[config.mk]
export PLATFORM = sky130hd
export DESIGN_NAME = press_classifier
export DESIGN_NICKNAME = d
export VERILOG_FILES = /design/src/rtl/button_pkg.sv /design/src/rtl/cycle_timer.sv /design/src/rtl/press_classifier.sv
export SDC_FILE = /design/constraint.sdc
export NUM_CORES = 1
export LEC_CHECK = 0
export BUFFER_PORTS_ARGS = -buffer_cell sky130_fd_sc_hd__buf_2
export CORE_MARGIN = 2
export CORE_UTILIZATION = 40
export CTS_BUF_LIST = sky130_fd_sc_hd__clkbuf_4 sky130_fd_sc_hd__clkbuf_8
export CTS_CLUSTER_SIZE = 14
export DETAILED_ROUTE_END_ITERATION = 8
export SYNTH_ARGS = -nofsm -noshare
export SYNTH_HDL_FRONTEND = slang
export SYNTH_SLANG_ARGS = --single-unit
[constraint.sdc]
create_clock -name clk -period 4.55 [get_ports clk]
set_input_delay 0.91 -clock clk [delete_from_list [all_inputs] [get_ports clk]]
set_output_delay 0.91 -clock clk [all_outputs]
set_load 0.02 [all_outputs]
[src/rtl/button_pkg.sv]
// button_pkg: shared state encoding and timing defaults for the button pipeline
package button_pkg;

    typedef enum logic [2:0] {
        IDLE,
        PRESS1,
        WAIT_GAP,
        PRESS2,
        LONG_HELD
    } state_t;

    localparam int LONG_DEFAULT = 100_000_000;
    localparam int GAP_DEFAULT  = 25_000_000;

    // The shared timer must cover whichever of the two windows is longer
    function automatic int max_int(input int a, input int b);
        return a > b ? a : b;
    endfunction

endpackage

[src/rtl/cycle_timer.sv]
// cycle_timer: clearable up-counter with a terminal-value match flag
module cycle_timer #(
    parameter int W = 8
) (
    input  logic         clk,
    input  logic         reset,
    input  logic         clr,
    input  logic         en,
    input  logic [W-1:0] term,
    output logic [W-1:0] count,
    output logic         done
);

    // Clear has priority so a state change always restarts the window at zero
    always_ff @(posedge clk or posedge reset) begin
        if (reset)
            count <= '0;
        else if (clr)
            count <= '0;
        else if (en)
            count <= count + 1'b1;
    end

    assign done = count == term;

endmodule

[src/rtl/press_classifier.sv]
// press_classifier: classifies debounced presses into short, long and double events
module press_classifier
    import button_pkg::*;
#(
    parameter int LONG_CYCLES = LONG_DEFAULT,
    parameter int GAP_CYCLES  = GAP_DEFAULT
) (
    input  logic       clk,
    input  logic       reset,
    input  logic       db_level,
    input  logic       press_edge,
    output logic       short_press,
    output logic       long_press,
    output logic       double_press,
    output logic       held,
    output logic [7:0] event_count
);

    localparam int W = $clog2(max_int(LONG_CYCLES, GAP_CYCLES));
    localparam logic [W-1:0] LONG_TERM = W'(LONG_CYCLES - 1);
    localparam logic [W-1:0] GAP_TERM  = W'(GAP_CYCLES - 1);

    state_t state, next;
    logic [W-1:0] count;
    logic done, clr, en;
    logic short_d, long_d, double_d, held_d;

    // The timer only measures the hold window and the release gap; it restarts on every state change
    assign clr = state != next || state == IDLE;
    assign en  = (state == PRESS1 || state == WAIT_GAP) && count != '1;

    cycle_timer #(.W(W)) u_timer (
        .clk   (clk),
        .reset (reset),
        .clr   (clr),
        .en    (en),
        .term  (state == WAIT_GAP ? GAP_TERM : LONG_TERM),
        .count (count),
        .done  (done)
    );

    // State register
    always_ff @(posedge clk or posedge reset) begin
        if (reset)
            state <= IDLE;
        else
            state <= next;
    end

    // Next state: release beats the hold terminal count, a new press beats the gap terminal count
    always_comb begin
        next = state;
        case (state)
            IDLE:      next = press_edge ? PRESS1 : IDLE;
            PRESS1:    next = !db_level ? WAIT_GAP : (done ? LONG_HELD : PRESS1);
            WAIT_GAP:  next = press_edge ? PRESS2 : (done ? IDLE : WAIT_GAP);
            PRESS2:    next = db_level ? PRESS2 : IDLE;
            LONG_HELD: next = db_level ? LONG_HELD : IDLE;
            default:   next = IDLE;
        endcase
    end

    // Event decode from the transition about to be taken; mutually exclusive by construction
    always_comb begin
        short_d  = state == WAIT_GAP && next == IDLE;
        long_d   = state == PRESS1 && next == LONG_HELD;
        double_d = state == WAIT_GAP && next == PRESS2;
        held_d   = next == LONG_HELD;
    end

    // Registered outputs; the event count advances together with the pulse it counts
    always_ff @(posedge clk or posedge reset) begin
        if (reset) begin
            short_press  <= 1'b0;
            long_press   <= 1'b0;
            double_press <= 1'b0;
            held         <= 1'b0;
            event_count  <= '0;
        end else begin
            short_press  <= short_d;
            long_press   <= long_d;
            double_press <= double_d;
            held         <= held_d;
            event_count  <= event_count + 8'(short_d | long_d | double_d);
        end
    end

endmodule

; Yosys cells after proc, flatten, opt, wreduce, memory -nomap -nowiden
; Index checks and enable logic that the tools add are counted.
; Widths: inputs -> output; s select.
[classes]
div = 0
reduce_logical = 9
shifts = 0
addsub = 2
bitwise_logic = 2
n_mul = 0
n_mux = 11
n_eq_ne = 9
n_lt_le_gt_ge = 0
[op_table]
columns = cell, n
row1 = $mux 27, 3
row2 = $add 27x1->27 const B, 1
row3 = $eq 27x27->1, 1
row4 = $ne 27x27->1 const B, 1
row5 = $pmux 3 s5, 1
row6 = $eq 3x2->1 const B, 3
row7 = $mux 3, 3
row8 = $add 8x1->8, 1
row9 = $eq 3x3->1 const B, 2
row10 = $logic_not 3->1, 2
row11 = $mux 2, 3
row12 = $logic_and 1x1->1, 4
row13 = $eq 3x1->1 const B, 1
row14 = $ne 3x3->1, 1
row15 = $logic_or 1x1->1, 2
row16 = $or 1x1->1, 2
row17 = $reduce_bool 2->1, 1
row18 = $mux 1, 1
[word_totals]
ramBits = 0
latchBits = 0
inputBits = 4
mem_bits_ro = 0
mem_count = 0
out_inout_bits = 12
register_bits = 42
word_cells = 40

; Depth between registers and ports, before layout
[logic_depth]
ltp_word = 11
depth_mapped = 9
mapped_depth_nobuf = 9

; By module
; A second synthesis with hierarchy kept.
[hier_totals]
hier_cells = 251
hier_area_um2 = 2458.6
[modules_own_cells]
columns = mod, seq_area_each_um2, cells_each, area_each_um2, instances
row1 = cycle_timer, 675.6, 179, 1710.4, 1
row2 = press_classifier, 375.4, 72, 748.2, 1

; Least setup slack after synthesis
; OpenSTA, ideal clock, no wires.
[synth_path]
path_kind = flip-flop to flip-flop
start = reg u_timer.count[19]
end = reg event_count[5]
arrival_time_ns = 2.249
required_time_ns = 4.421
path_stages_with_launch = 10
synth_period_minus_slack_ns = 2.378
n_path_buf = 0
slack_ns = 2.172
setup_ns = 0.129
path_cell_list = dfrtp_1 -> nor4b_1 -> nand4_1 -> or4_1 -> nor3_1 -> a21o_1 -> ha_1 -> and3_1 -> nand3_1 -> xnor2_1
[synth_between]
elab_chain_cells = 9
elab_cells_between_ends = 15
classes_between = add/sub (1) / eq/ne (3) / mux (5) / bitwise (2) / reduce/logical (4)
[synth_lines]
columns = element, line
row1 = from (decl), cycle_timer.sv:10  ; output logic [W-1:0] count,
row2 = from (signal assigned), cycle_timer.sv:21  ; count <= count + 1'b1;
row3 = $eq 27x27->1 (*), cycle_timer.sv:24  ; assign done = count == term;
row4 = $mux 3 / $mux 2 (equally long branches) (2 in series), "press_classifier.sv:55, press_classifier.sv:56"
row5 = $pmux 3 s5 (*), press_classifier.sv:53  ; case (state)
row6 = $eq 3x3->1 (*), press_classifier.sv:66  ; long_d = state == PRESS1 && next == LONG_HELD;
row7 = $logic_and 1x1->1 (*), press_classifier.sv:66
row8 = named net long_d, press_classifier.sv:26  ; logic short_d, long_d, double_d, held_d;
row9 = $or 1x1->1 (*) (2 in series), press_classifier.sv:84  ; event_count <= event_count + 8'(short_d | long_d | double_d);
row10 = $add 8x1->8 (*), press_classifier.sv:84
row11 = to (signal assigned), press_classifier.sv:84
row12 = to (decl), press_classifier.sv:16  ; output logic [7:0] event_count
; The timed path passes the listed nets; every way through them passes the cells marked *.
; A chain may end at the register's enable or synchronous reset.

; Worst setup path after layout
[layout_path]
start = reg u_timer.count[6]
end = reg u_timer.count[1]
[layout_between]
elab_chain_cells = 7
elab_cells_between_ends = 12
classes_between = eq/ne (3) / mux (6) / reduce/logical (3)
[layout_lines]
columns = element, line
row1 = $eq 27x27->1, cycle_timer.sv:24
row2 = $mux 3 / $mux 2 (equally long branches) (2 in series), "press_classifier.sv:55, press_classifier.sv:56"
row3 = $pmux 3 s5, press_classifier.sv:53
row4 = $ne 3x3->1, press_classifier.sv:29  ; assign clr = state != next || state == IDLE;
row5 = $logic_or 1x1->1, press_classifier.sv:29
row6 = $mux 27 / $reduce_bool 2->1 (equally long branches), --
; Several ways; a longest one is shown, not always the timed one.

==> results.yml <==
clock_tree:
  cts_hold_buffers: 0
  cts.sinks: 42
  cts_buffers: 5
  h-tree-depth: 2
  clockRootBuffer: "clkbuf_8"
  post_cts_buffers: 0
  clkTransAtPathRegs_ns: 0.08
  clock_latency_ns: 0.30
  clock_path_buffers: 2
  cts_tree: "done"
  ctsResizeCount: 0
synth:
  synth_compound_area_share_pct: 14.4
  synth_cell_type_count: 39
  synth_xor_area_share_pct: 4.80
  postSynthAreaPerCell_um2: 9.61
  synth.yosys.seq_area_share_pct: 48.0
  synth_flop_cell: "dfrtp_1"
  synth.area.mux_share_pct: 0.914
  netlist_instances: 228
  synthAdderAreaFrac_pct: 1.71
  synth-seq-cells: 42
  synthesis.nets: 235
  ys_warn_count: 0
  syn_area_mm2: 0.00219
  synth_top_family_by_area: "simple AND/OR/NAND/NOR gates"
  synth_edf_count: 0
  synth-simple-area-share_pct: 28.0
  async_flop_share_pct: 100
critical_path:
  r2r_setup_slack_ns: 1.83
  cp_data_arrival_time_ns: 2.87
  required_ns: 4.69
  slowest_stage: "o31ai_4"
  startpoint_type: "register"
  path_cells: "and4_1 -> nand4_1 -> o31ai_4 -> mux2i_1 -> nor2_1"
  slowest_delay_ns: 1.07
  crit_path_end_kind: "register"
  cp_max_fo: 34
  critPathKind: "register to register"
power_and_ir_drop:
  cellLeakagePower_nw: 0.986
  vdd_ir_drop_max_v: 0.000194
  power_density_mw_per_mm2: 376
sta:
  hold_viol: 0
  worstMarginPinSlew_ns: 1.09
  setup_tns_ns: 0
  rsz0062_at_grt: "false"
  worst_slack_ns: 1.83
  final-setup-viol-count: 0
  clock_skew_ns: 0.00643
  relSlewSlack_pct: 27.4
  period_needed_ns: 2.72
  max_freq_mhz: 367
  finalMaxSlewViolations: 0
  period_share_pct: 59.8
worst_hold_path:
  min_path_type: "register to register"
global_routing:
  antenna_found_initial: 0
  grt_overflow: 0
  grt_pass1_wl_um: 8040
  grt_pass1_vias: 1683
  grt_start_max_net_pins: 43
  groute.usage.overall_pct: 16.5
floorplanning:
  initial_core_util_pct: 42.1
  die_y_um: 78.0
  rows: 26
  io_pins: 16
  core_area_mm2: 0.00520
  die_w_um: 78.0
  dieArea_mm2: 0.00608
detailed_routing:
  vias: 1828
  drt_iter0_drc: 101
  drc: 0
  ant_nets: 0
  wl_per_cell_um: 14.6
  finalWirelength_um: 4600
  dr.pass1.iters: 4
  viasPerCell: 5.80
placed_design:
  dp_slack_ns: 1.83
  numPortBuffers: 15
  dp_hpwl_um: 3210
  place.gp.congestion: 0.816
finish:
  fillCellCount: 515
  fin_util_pct: 47.1
  layout_commonest_cell: "dfrtp_1"
  final_cell_mix: "dfrtp_1, a21oi_1, nand3_1, buf_2, nand2_1"
  syn_to_final_growth_pct: 11.9
  drive_above_1_share_pct: 11.8
  nets: 251
  n_antenna_cell: 0
run_status:
  outcome: "completed"
flow_run:
  maxCapViolCount: 0
flip-flops by register name, summed over array words and instances (netlist names):
name	count
u_timer.count	27
event_count	8
state	3
double_press	1
held	1
long_press	1
short_press	1
cell families (layout without fill, tap and decap cells):
| group | count (synthesis) | count (layout) |
|---|---|---|
| and+or+nand+nor | 106 | 106 |
| AOI/OAI and AO/OA | 51 | 51 |
| adders and majority gates | 3 | 3 |
| DFF | 42 | 42 |
| xor gates and xnor gates | 12 | 12 |
| buffers and inverters | 12 | 29 |
| muxes | 2 | 2 |
metal layers:
layer / part of all wire [%] / GRT usage, % / up-vias
met1: 51 / 24.0 / 902
met3: 3.3 / 4.19 / 4
met2: 44 / 24.6 / 30
li1: - / - / 892
met5: 0 / 0 / -
met4: 1.0 / 4.39 / 0
stage by stage:
stage                     cells  power [mW]  area [um2]  hold WS (ns)
after floorplan             228       0.585        2190         0.485
after global placement      307       0.640        2340         0.456
after detailed placement    307       0.640        2340         0.458
after CTS                   315       0.933        2450         0.473
after global routing        315       0.972        2450         0.499
final                       315       0.922        2450         0.466
power breakdown:
| part | internal [mW] | switching (mW) |
|---|---|---|
| sequential | 0.405 | 0.0344 |
| clock | 0.162 | 0.129 |
| combinational | 0.0584 | 0.134 |
worst max-delay path, delay by kind of cell (launching register included):
family | cells | cell delay [ns]
DFF | 1 | 0.45
and+or+nand+nor | 3 | 0.76
muxes | 1 | 0.29
AOI/OAI and AO/OA | 1 | 1.07
final cells by class:
type | count | area [um2] | area share, %
clock inverter | 3 | 40.0 | 1.63
inverter | 5 | 18.8 | 0.766
tap | 70 | 87.6 | 3.57
timing repair buffer | 16 | 82.6 | 3.37
multi-input combinational | 174 | 1100 | 45.0
sequential | 42 | 1050 | 42.9
clock buffer | 5 | 68.8 | 2.81
synth_stat cells (2+ instances only):
library cell  instances  area share, %
mux2i_1               2           0.91
clkbuf_1              4           0.69
nor2_1               13            2.2
nand3_1              16            3.7
nand2b_1              2           0.57
or2_2                 2           0.57
and4_1                3            1.2
o21ai_0               8            1.8
nand4_1               6            1.7
nand2_1              14            2.4
xnor2_1               8            3.2
or3_1                10            2.9
a21oi_1              22            5.0
nor4b_1               2           0.80
nor4_1                4            1.1
buf_1                 2           0.34
dfrtp_1              42             48
ha_1                  3            1.7
o31ai_1              13            4.5
nor3_1                6            1.4
or4_1                12            4.1
xor2_1                4            1.6
inv_1                 5           0.86
and3_1                9            2.6
a21o_1                2           0.69
worst paths after layout:
| check | start | endpoint | depth (start not counted) |
|---|---|---|---|
| setup / recovery | u_timer.count[6] | u_timer.count[1] | 5 |
| hold / removal | event_count[7] | event_count[7] | 1 |
| setup reg to reg | u_timer.count[6] | u_timer.count[1] | 5 |
| hold reg to reg | event_count[7] | event_count[7] | 1 |
| max in group asynchronous | reset | u_timer.count[17] | 3 |
| min in group asynchronous | reset | event_count[5] | 3 |
Note: power is estimated with default switching activity, not from simulation.
